[src/rtl/mem_req_pkg.sv]
// Shared widths, default queue depths and the request word for the memory request issuer.
package mem_req_pkg;

    localparam int AW            = 4;
    localparam int DW            = 8;
    localparam int REQ_DEPTH_DEF = 4;
    localparam int RSP_DEPTH_DEF = 2;

    typedef struct packed {
        logic          we;
        logic [AW-1:0] addr;
        logic [DW-1:0] wdata;
    } req_t;

endpackage

[src/rtl/mem_req_issue_sync_fifo.sv]
// Generic synchronous FIFO with occupancy count; a push at full is accepted when a pop happens in the same cycle.
module sync_fifo #(
    parameter int WIDTH = 8,
    parameter int DEPTH = 4,
    localparam int PW = $clog2(DEPTH),
    localparam int CW = PW + 1
) (
    input  logic             clk,
    input  logic             rst,
    input  logic             push,
    input  logic             pop,
    input  logic [WIDTH-1:0] wdata,
    output logic [WIDTH-1:0] rdata,
    output logic [CW-1:0]    count
);

    logic [WIDTH-1:0] mem [DEPTH];
    logic [PW-1:0]    wr_ptr;
    logic [PW-1:0]    rd_ptr;
    logic             full;
    logic             empty;
    logic             do_push;
    logic             do_pop;

    assign full    = (count == CW'(DEPTH));
    assign empty   = (count == '0);
    assign do_pop  = pop && !empty;
    assign do_push = push && (!full || do_pop);
    assign rdata   = mem[rd_ptr];

    always_ff @(posedge clk) begin
        if (do_push) begin
            mem[wr_ptr] <= wdata;
        end
    end

    always_ff @(posedge clk) begin
        if (rst) begin
            wr_ptr <= '0;
            rd_ptr <= '0;
            count  <= '0;
        end else begin
            if (do_push) wr_ptr <= wr_ptr + 1'b1;
            if (do_pop)  rd_ptr <= rd_ptr + 1'b1;
            case ({do_push, do_pop})
                2'b10:   count <= count + 1'b1;
                2'b01:   count <= count - 1'b1;
                default: count <= count;
            endcase
        end
    end

endmodule

[src/rtl/mem_req_issue.sv]
// Queues read/write requests and issues them in order to a one-cycle-latency memory,
// admitting a read only when its response is guaranteed a slot in the response buffer.
module mem_req_issue
    import mem_req_pkg::*;
#(
    parameter int REQ_DEPTH = REQ_DEPTH_DEF,
    parameter int RSP_DEPTH = RSP_DEPTH_DEF
) (
    input  logic          clk,
    input  logic          rst,
    input  logic          req_valid,
    output logic          req_ready,
    input  logic          req_we,
    input  logic [AW-1:0] req_addr,
    input  logic [DW-1:0] req_wdata,
    output logic [AW-1:0] mem_addr,
    output logic [DW-1:0] mem_data,
    output logic          mem_wen,
    output logic          mem_ren,
    input  logic [DW-1:0] mem_odata,
    output logic          rsp_valid,
    input  logic          rsp_ready,
    output logic [DW-1:0] rsp_data,
    output logic          busy
);

    localparam int QCW = $clog2(REQ_DEPTH) + 1;
    localparam int RCW = $clog2(RSP_DEPTH) + 1;

    req_t           req_in;
    req_t           head;
    logic [QCW-1:0] q_count;
    logic           q_push;
    logic           q_nonempty;
    logic           issue;
    logic           issue_rd;
    logic           rd_pend;

    logic [RCW-1:0] rsp_count;
    logic [DW-1:0]  rsp_head;
    logic           rsp_empty;
    logic           rsp_take;
    logic           rsp_push;
    logic           rsp_pop;
    logic [RCW:0]   rsp_occ;
    logic           rsp_room;

    assign req_in     = {req_we, req_addr, req_wdata};
    assign q_nonempty = (q_count != '0);
    assign req_ready  = !rst && (q_count != QCW'(REQ_DEPTH));
    assign q_push     = req_valid && req_ready;

    sync_fifo #(.WIDTH($bits(req_t)), .DEPTH(REQ_DEPTH)) u_req_q (
        .clk   (clk),
        .rst   (rst),
        .push  (q_push),
        .pop   (issue),
        .wdata (req_in),
        .rdata (head),
        .count (q_count)
    );

    // Read data bypasses the buffer when it is empty so a response appears in the cycle mem_odata is valid.
    assign rsp_empty = (rsp_count == '0);
    assign rsp_valid = !rst && (!rsp_empty || rd_pend);
    assign rsp_data  = rst ? '0 : (!rsp_empty ? rsp_head : (rd_pend ? mem_odata : '0));
    assign rsp_take  = rsp_valid && rsp_ready;
    assign rsp_pop   = rsp_take && !rsp_empty;
    assign rsp_push  = rd_pend && !(rsp_empty && rsp_ready);

    sync_fifo #(.WIDTH(DW), .DEPTH(RSP_DEPTH)) u_rsp_buf (
        .clk   (clk),
        .rst   (rst),
        .push  (rsp_push),
        .pop   (rsp_pop),
        .wdata (mem_odata),
        .rdata (rsp_head),
        .count (rsp_count)
    );

    // Occupancy seen by a new read: buffered + in flight, minus whatever leaves this cycle.
    assign rsp_occ  = {1'b0, rsp_count} + {{RCW{1'b0}}, rd_pend} - {{RCW{1'b0}}, rsp_take};
    assign rsp_room = (rsp_occ < (RCW+1)'(RSP_DEPTH));

    assign issue    = !rst && q_nonempty && (head.we || rsp_room);
    assign issue_rd = issue && !head.we;
    assign busy     = !rst && (q_nonempty || rd_pend || !rsp_empty);

    always_comb begin
        mem_addr = '0;
        mem_data = '0;
        mem_wen  = 1'b0;
        mem_ren  = 1'b0;
        if (issue) begin
            mem_addr = head.addr;
            mem_wen  = head.we;
            mem_ren  = !head.we;
            mem_data = head.we ? head.wdata : '0;
        end
    end

    always_ff @(posedge clk) begin
        if (rst) begin
            rd_pend <= 1'b0;
        end else begin
            rd_pend <= issue_rd;
        end
    end

endmodule
[config.mk]
export PLATFORM = sky130hd
export DESIGN_NAME = mem_req_issue
export DESIGN_NICKNAME = d
export VERILOG_FILES = /design/src/rtl/mem_req_pkg.sv /design/src/rtl/mem_req_issue_sync_fifo.sv /design/src/rtl/mem_req_issue.sv
export SDC_FILE = /design/constraint.sdc
export NUM_CORES = 1
export LEC_CHECK = 0
export BUFFER_PORTS_ARGS = -buffer_cell sky130_fd_sc_hd__buf_2
export CORE_ASPECT_RATIO = 0.6
export CORE_UTILIZATION = 56
export DETAILED_ROUTE_END_ITERATION = 6
export PLACE_DENSITY_LB_ADDON = 0.12
export SLEW_MARGIN = 20
export SYNTH_ARGS = -nofsm -noshare
export SYNTH_HDL_FRONTEND = slang
export SYNTH_SLANG_ARGS = --single-unit
[constraint.sdc]
create_clock -name clk -period 4.53 [get_ports clk]
set_input_delay 0.906 -clock clk [delete_from_list [all_inputs] [get_ports clk]]
set_output_delay 0.906 -clock clk [all_outputs]
set_load 0.005 [all_outputs]
## Word level (Yosys, flattened, before mapping)

Memories as Yosys holds them, arrays and structs flattened. A register that Yosys moved wholly into a read port is not among the register bits.
Cells that the tools add are included.
Widths: inputs -> output; s select.

| operators by class | value |
|---|---|
| add/subtract/negate cells | 10 |
| magnitude comparators | 1 |
| equal/unequal tests | 7 |
| muxes and demuxes | 18 |
| reduce and logical (&&, ||, !) cells | 33 |

Operator list:

| operator | count |
|---|---|
| $mux 8 | 5 |
| $logic_and 1x1->1 | 15 |
| $mux 1 | 8 |
| $logic_not 1->1 | 7 |
| $add 2x1->2 const B | 3 |
| $eq 2x2->1 const B | 3 |
| $logic_or 1x1->1 | 6 |
| $pmux 3 s2 | 1 |
| $eq 2x1->1 const B | 2 |
| $mux 2 | 2 |
| $mux 4 | 1 |
| $pmux 2 s2 | 1 |
| $reduce_bool 2->1 | 2 |
| $add 2x1->3 | 1 |
| $add 3x1->3 const B | 1 |
| $eq 3x3->1 const B | 1 |
| $logic_not 3->1 | 1 |
| $lt 3x2->1 const B | 1 |
| $ne 3x3->1 const B | 1 |
| $reduce_bool 3->1 | 1 |
| $sub 3x1->3 | 1 |
| $sub 3x1->3 const B | 1 |
| $add 1x1->1 const B | 2 |
| $logic_not 2->1 | 1 |
| $sub 2x1->2 const B | 1 |

| word-level totals | value |
|---|---|
| register bits | 12 |
| bits in writable memories | 68 |
| bits of input ports | 25 |
| output and inout bits | 25 |
| logic and storage cells | 78 |
| memories kept | 2 |

Memory list:

| name | words | width | read ports | clocked after Yosys merged registers in | write ports | line | source |
|---|---|---|---|---|---|---|---|
| u_req_q.mem | 4 | 13 | 1 | 1 | 1 | mem_req_issue_sync_fifo.sv:17 | `logic [WIDTH-1:0] mem [DEPTH];` |
| u_rsp_buf.mem | 2 | 8 | 1 | 1 | 1 | mem_req_issue_sync_fifo.sv:17 |  |

## Logic depth before layout (Yosys ltp)

| depth | value |
|---|---|
| word-level depth | 14 |
| depth in mapped cells | 16 |
| gate-level depth less buffers | 15 |

## Hierarchy

Synthesis repeated with hierarchy kept, for this count alone.

| unflattened totals | value |
|---|---|
| cells, all modules | 238 |
| area total of the unflattened synthesis | 3587.2 µm² |

By module, submodules not included:

| module | instances | cells an instance | area each (µm²) | seq. area each (µm²) |
|---|---|---|---|---|
| sync_fifo (u_req_q) | 1 | 122 | 2372.3 | 1741.7 |
| sync_fifo (u_rsp_buf) | 1 | 49 | 799.5 | 580.6 |
| mem_req_issue | 1 | 67 | 415.4 | 20.0 |

## Worst setup path after synthesis

No wires, ideal clock.

| timing | value |
|---|---|
| path type | input to register |
| start point | in rst |
| end point | reg u_req_q.count[2] |
| arrival | 3763 ps |
| setup slack | 697 ps |
| stages on the path | 16 |
| path buffers | 1 |
| cell sequence | buf_2 nand2b_1 nor2_1 ha_1 nand2b_1 fa_1 xnor2_1 a21oi_1 nand2b_1 inv_2 ha_1 inv_1 fa_1 xor2_1 or3_1 a21oi_1 |

| on the way | value |
|---|---|
| cells in the longest elaborated chain, start to end | 12 |

RTL lines:

| what | line | source |
|---|---|---|
| from (decl) | mem_req_issue.sv:10 | `input logic rst,` |
| $logic_not 1->1 (*) | mem_req_issue.sv:65, mem_req_issue.sv:85 |  |
| $logic_and 1x1->1 | mem_req_issue.sv:65 | `assign rsp_valid = !rst && (!rsp_empty \|\| rd_pend);` |
| $logic_and 1x1->1 | mem_req_issue.sv:67 | `assign rsp_take = rsp_valid && rsp_ready;` |
| $sub 3x1->3 | mem_req_issue.sv:82 | `assign rsp_occ = {1'b0, rsp_count} + {{RCW{1'b0}}, rd_pend} - {{RCW{1'b0}}, rsp_take};` |
| $lt 3x2->1 | mem_req_issue.sv:83 | `assign rsp_room = (rsp_occ < (RCW+1)'(RSP_DEPTH));` |
| $logic_or 1x1->1 | mem_req_issue.sv:85 | `assign issue = !rst && q_nonempty && (head.we \|\| rsp_room);` |
| $logic_and 1x1->1 (*) | mem_req_issue.sv:85 |  |
| $logic_and 1x1->1 (*) | mem_req_issue_sync_fifo.sv:27 | `assign do_pop = pop && !empty;` |
| via u_req_q.do_pop | mem_req_issue_sync_fifo.sv:23 | `logic do_pop;` |
| $logic_or 1x1->1 | mem_req_issue_sync_fifo.sv:28 | `assign do_push = push && (!full \|\| do_pop);` |
| $logic_and 1x1->1 | mem_req_issue_sync_fifo.sv:28 |  |
| $eq 2x1->1 / $eq 2x2->1 (equally long branches) | mem_req_issue_sync_fifo.sv:45 | `case ({do_push, do_pop})` |
| $pmux 3 s2 / $reduce_bool 2->1 (equally long branches) | - |  |
| to (signal assigned) | mem_req_issue_sync_fifo.sv:46 | `2'b10: count <= count + 1'b1;` |
| to (signal assigned) | mem_req_issue_sync_fifo.sv:47 | `2'b01: count <= count - 1'b1;` |
| to (signal assigned) | mem_req_issue_sync_fifo.sv:48 | `default: count <= count;` |
| to (decl) | mem_req_issue_sync_fifo.sv:14 | `output logic [CW-1:0] count` |

Mark *: on every way through the listed nets, which the timed path passes. The rest lies on a longest branch.
A chain may end at the register's enable or synchronous reset.

## Worst setup path in the final report

| timing | value |
|---|---|
| start point | reg rd_pend |
| end point | out mem_addr[2] |

| on the way | value |
|---|---|
| cells in the longest elaborated chain, start to end | 8 |

RTL lines:

| what | line | source |
|---|---|---|
| from (decl) | mem_req_issue.sv:37 | `logic rd_pend;` |
| from (signal assigned) | mem_req_issue.sv:106 | `rd_pend <= issue_rd;` |
| parallel branches: the longest is 3 deep, another holds $add 2x1->3 | - |  |
| $sub 3x1->3 (*) | mem_req_issue.sv:82 |  |
| $lt 3x2->1 (*) | mem_req_issue.sv:83 |  |
| $logic_or 1x1->1 (*) | mem_req_issue.sv:85 |  |
| $logic_and 1x1->1 (*) | mem_req_issue.sv:85 |  |
| $mux 4 (*) | mem_req_issue.sv:94 | `if (issue) begin` |
| to (decl) | mem_req_issue.sv:16 | `output logic [AW-1:0] mem_addr,` |

Every way passes the cells marked *.

==> metrics.md <==
| Metric | Value |
|---|---|
| Outcome | `finished clean` |
| Post-cts gate resize count | `0` |
| Final worst setup slack | `0.628 ns` |
| Post-synth EDFFs | `68` |
| Post-CTS setup buffers | `0` |
| PD cells | `464 nW/µm²` |
| Tmin final | `3.90 ns` |
| Commonest non-fill, non-tap cell in the layout | `edfxtp_1` |
| Yosys reg bits | `83` |
| Max frequency | `256 MHz` |
| Worst r2r path cells | `15` |
| Placement Setup Slack | `0.543 ns` |
| Most frequent cells in the layout | `68 x edfxtp_1, 49 x buf_2, 32 x nor2_1, 15 x dfxtp_1` |
| Starting DRT DRC Count | `95` |
| FFs w/ async S/R, synth | `0%` |
| DRC Markers | `0` |
| Worst setup EP type | `primary output` |
| Share of layout cells above drive strength 1 | `27.5%` |
| Setup CP Type | `reg -> out` |
| Vias/cell | `5.32` |
| Layout Skew | `0.0131 ns` |
| Fill cells | `around 410` |
| Worst-margin pin slew | `0.731 ns` |
| LEAKAGE | `between 1 and 1.5 nW` |
| Synth Warn # | `0` |
| Clock Root Buffer | `clkbuf_8` |
| Die area | `6550 µm²` |
| Final setup vio count | `0` |
| Post-synthesis cell area | `3480 µm²` |
| Total stage count of the critical path | `10` |
| Synth Instances | `234` |
| Detailed Place HPWL | `3920 µm` |
| Largest net degree at the start of global routing | `29` |
| Vias in the first global route | `2025` |
| Final #Nets | `320` |
| Worst-path cell with the longest stage delay | `dfxtp_1` |
| Net Count, Synth | `268` |
| Worst path max stage delay | `around 0.46 ns` |
| Antenna violations before repair | `0` |
| Die height | `63.1 µm` |
| Ports | `50` |
| CP arrival | `roughly 3 ns` |
| Hold Buf Count CTS | `0` |
| H-tree depth | `3` |
| Core area | `between 5000 and 6000 µm²` |
| Most used cell, CP | `nand2b_1` |
| Area growth syn-to-layout | `15.1%` |
| Critical-path cell list | `nor3_1, nor2_1, ha_1, nand2b_1, fa_1, xnor2_1, a21oi_1, nand2b_1, nor2b_1, buf_2` |
| Final Hold Fails | `0` |
| Critical Path RT | `3.62 ns` |
| Startpoint Class | `flop` |
| First-pass GRT wire length | `about 10000 µm` |
| WHS | `slightly below 0.5 ns` |
| Slew HR | `51.1%` |
| Syn_area_per_cell | `14.9 µm²` |
| CP bufs+invs | `1` |
| TNS Setup | `0 ns` |
| Post-route ant nets | `0` |
| Total gr overflow | `0` |
| Worst Hold Class | `reg -> reg` |
| Ant. Diodes | `0` |
| WL per Instance | `15.7 µm` |
| Gpl congestion | `just over 0.7` |
| Worst-path clk slew | `0.08 ns` |
| All-Layer GR Usage | `20.6%` |
| Post-Route WL | `approximately 5800 µm` |
| Initial Util | `60.2%` |
| Vias | `1972` |
| Clock Latency Late Sink | `0.35 ns` |
| DIE WIDTH | `104 µm` |
| Maximum vdd ir drop | `approximately 280 µV` |
| Rows | `21` |
| Unrepaired setup endpoints after global routing | `no` |
| Slew Limit Fails | `0` |
| CTS tree | `done` |
| Seq/Total Area, Yosys | `67.3%` |
| Port-buffer cells | `49` |
| CTS buffer count | `9` |
| Yosys cell types | `32` |
| CP top delay family | `simple AND/OR/NAND/NOR gates` |
| # Max-Cap Violations | `0` |
| Clk sinks | `83` |
| Crit Path Max Fanout | `11` |
| CTS Buffer Depth | `2` |
| DR pass1 iterations | `4` |
| Period utilization | `86.1%` |
| Hold-critical path depth | `2` |
| Most common flop cell mapped by yosys | `edfxtp_1` |
state kept, by name, summed over array words and instances, names as in the netlist, named ones only:
signal and cells:
u_req_q.wr_ptr 2, u_req_q.count 3, u_req_q.rd_ptr 2, u_rsp_buf.wr_ptr 1
u_rsp_buf.rd_ptr 1, u_rsp_buf.count 2, u_req_q.mem 52, u_rsp_buf.mem 16
rd_pend 1
cell families (layout without fill, tap and decap cells):
logic type | count (synthesis) | in the layout | share of synthesized area [%]
adder cells (fa/ha/maj) | 9 | 9 | 3.67
XOR/XNOR | 8 | 8 | 2.01
multiplexers | 21 | 21 | 10.9
buffers and inverters | 23 | 80 | 2.59
AO/OA/AOI/OAI | 25 | 25 | 4.46
AND/OR/NAND/NOR | 65 | 65 | 9.06
flip-flops | 83 | 83 | 67.3
per-layer routing:
metal / track usage (%) / vias to the layer above / share of wire, %
met4: 8.04 / 0 / 1.2
met3: 6.11 / 6 / 3.3
met5: 0 / - / 0
li1: - / 966 / -
met1: 29.2 / 968 / 52
met2: 30.5 / 32 / 43
synthesized netlist by cell type (4+ instances only):
master | count | area, µm²
nor2b_1 | 4 | 25.0
nor2_1 | 33 | 124
a31oi_1 | 8 | 50.1
xnor2_1 | 4 | 35.0
inv_1 | 11 | 41.3
and2_1 | 4 | 25.0
nor3_1 | 4 | 20.0
mux2i_1 | 8 | 80.1
and3_1 | 8 | 50.1
xor2_1 | 4 | 35.0
mux4_2 | 11 | 248
clkbuf_1 | 6 | 22.5
a21oi_1 | 9 | 45.0
ha_1 | 7 | 87.6
dfxtp_1 | 15 | 300
edfxtp_1 | 68 | 2040
path summary, 6_finish.rpt:
path / from / to / slack, ns
min reg2reg: u_req_q.rd_ptr[1] / flop / 0.50
max reg2reg: rd_pend / u_req_q.count[2] / 0.88
min: u_req_q.rd_ptr[1] / flop / 0.50
max: rd_pend / mem_addr[2] / 0.63
area by class of cell:
class                           instances  area, µm²  area share, %
Tap cell                               80        100           2.50
Inverter                               12       45.0           1.12
Clock inverter                          2       13.8          0.344
Timing Repair Buffer                   52        268           6.69
Sequential cell                        83       2340           58.5
Clock buffer                           14        185           4.62
Multi-Input combinational cell        128       1050           26.2
stage by stage:
stage | total power (W) | instances | area (µm²) | utilization [%]
5_1_grt | 0.00196 | 371 | 4010 | 69.3
4_1_cts | 0.00187 | 371 | 4000 | 69.2
6_report | 0.00186 | 371 | 4010 | 69.3
2_1_floorplan | 0.00123 | 234 | 3480 | -
3_5_place_dp | 0.00136 | 355 | 3800 | 65.8
3_3_place_gp | 0.00136 | 355 | 3800 | 65.8
report_power, final:
part	switching (W)	leakage, nW	internal, W	total, W
combinational	0.000216	0.635	0.000195	0.000411
clock	0.000248	0.101	0.000268	0.000516
sequential	0.0000471	0.738	0.000883	0.000930
total	0.000511	1.47	0.00135	0.00186
worst register-to-register path, delay by kind of cell, from the launching register on:
| family | cells | cell delay (ns) |
|---|---|---|
| AO/OA/AOI/OAI | 2 | 0.29 |
| XOR/XNOR | 2 | 0.36 |
| adder cells (fa/ha/maj) | 4 | 1.21 |
| buffers and inverters | 2 | 0.14 |
| flip-flops | 1 | 0.46 |
| AND/OR/NAND/NOR | 5 | 1.13 |
No activity file was read; power rests on OpenSTA's default activity.
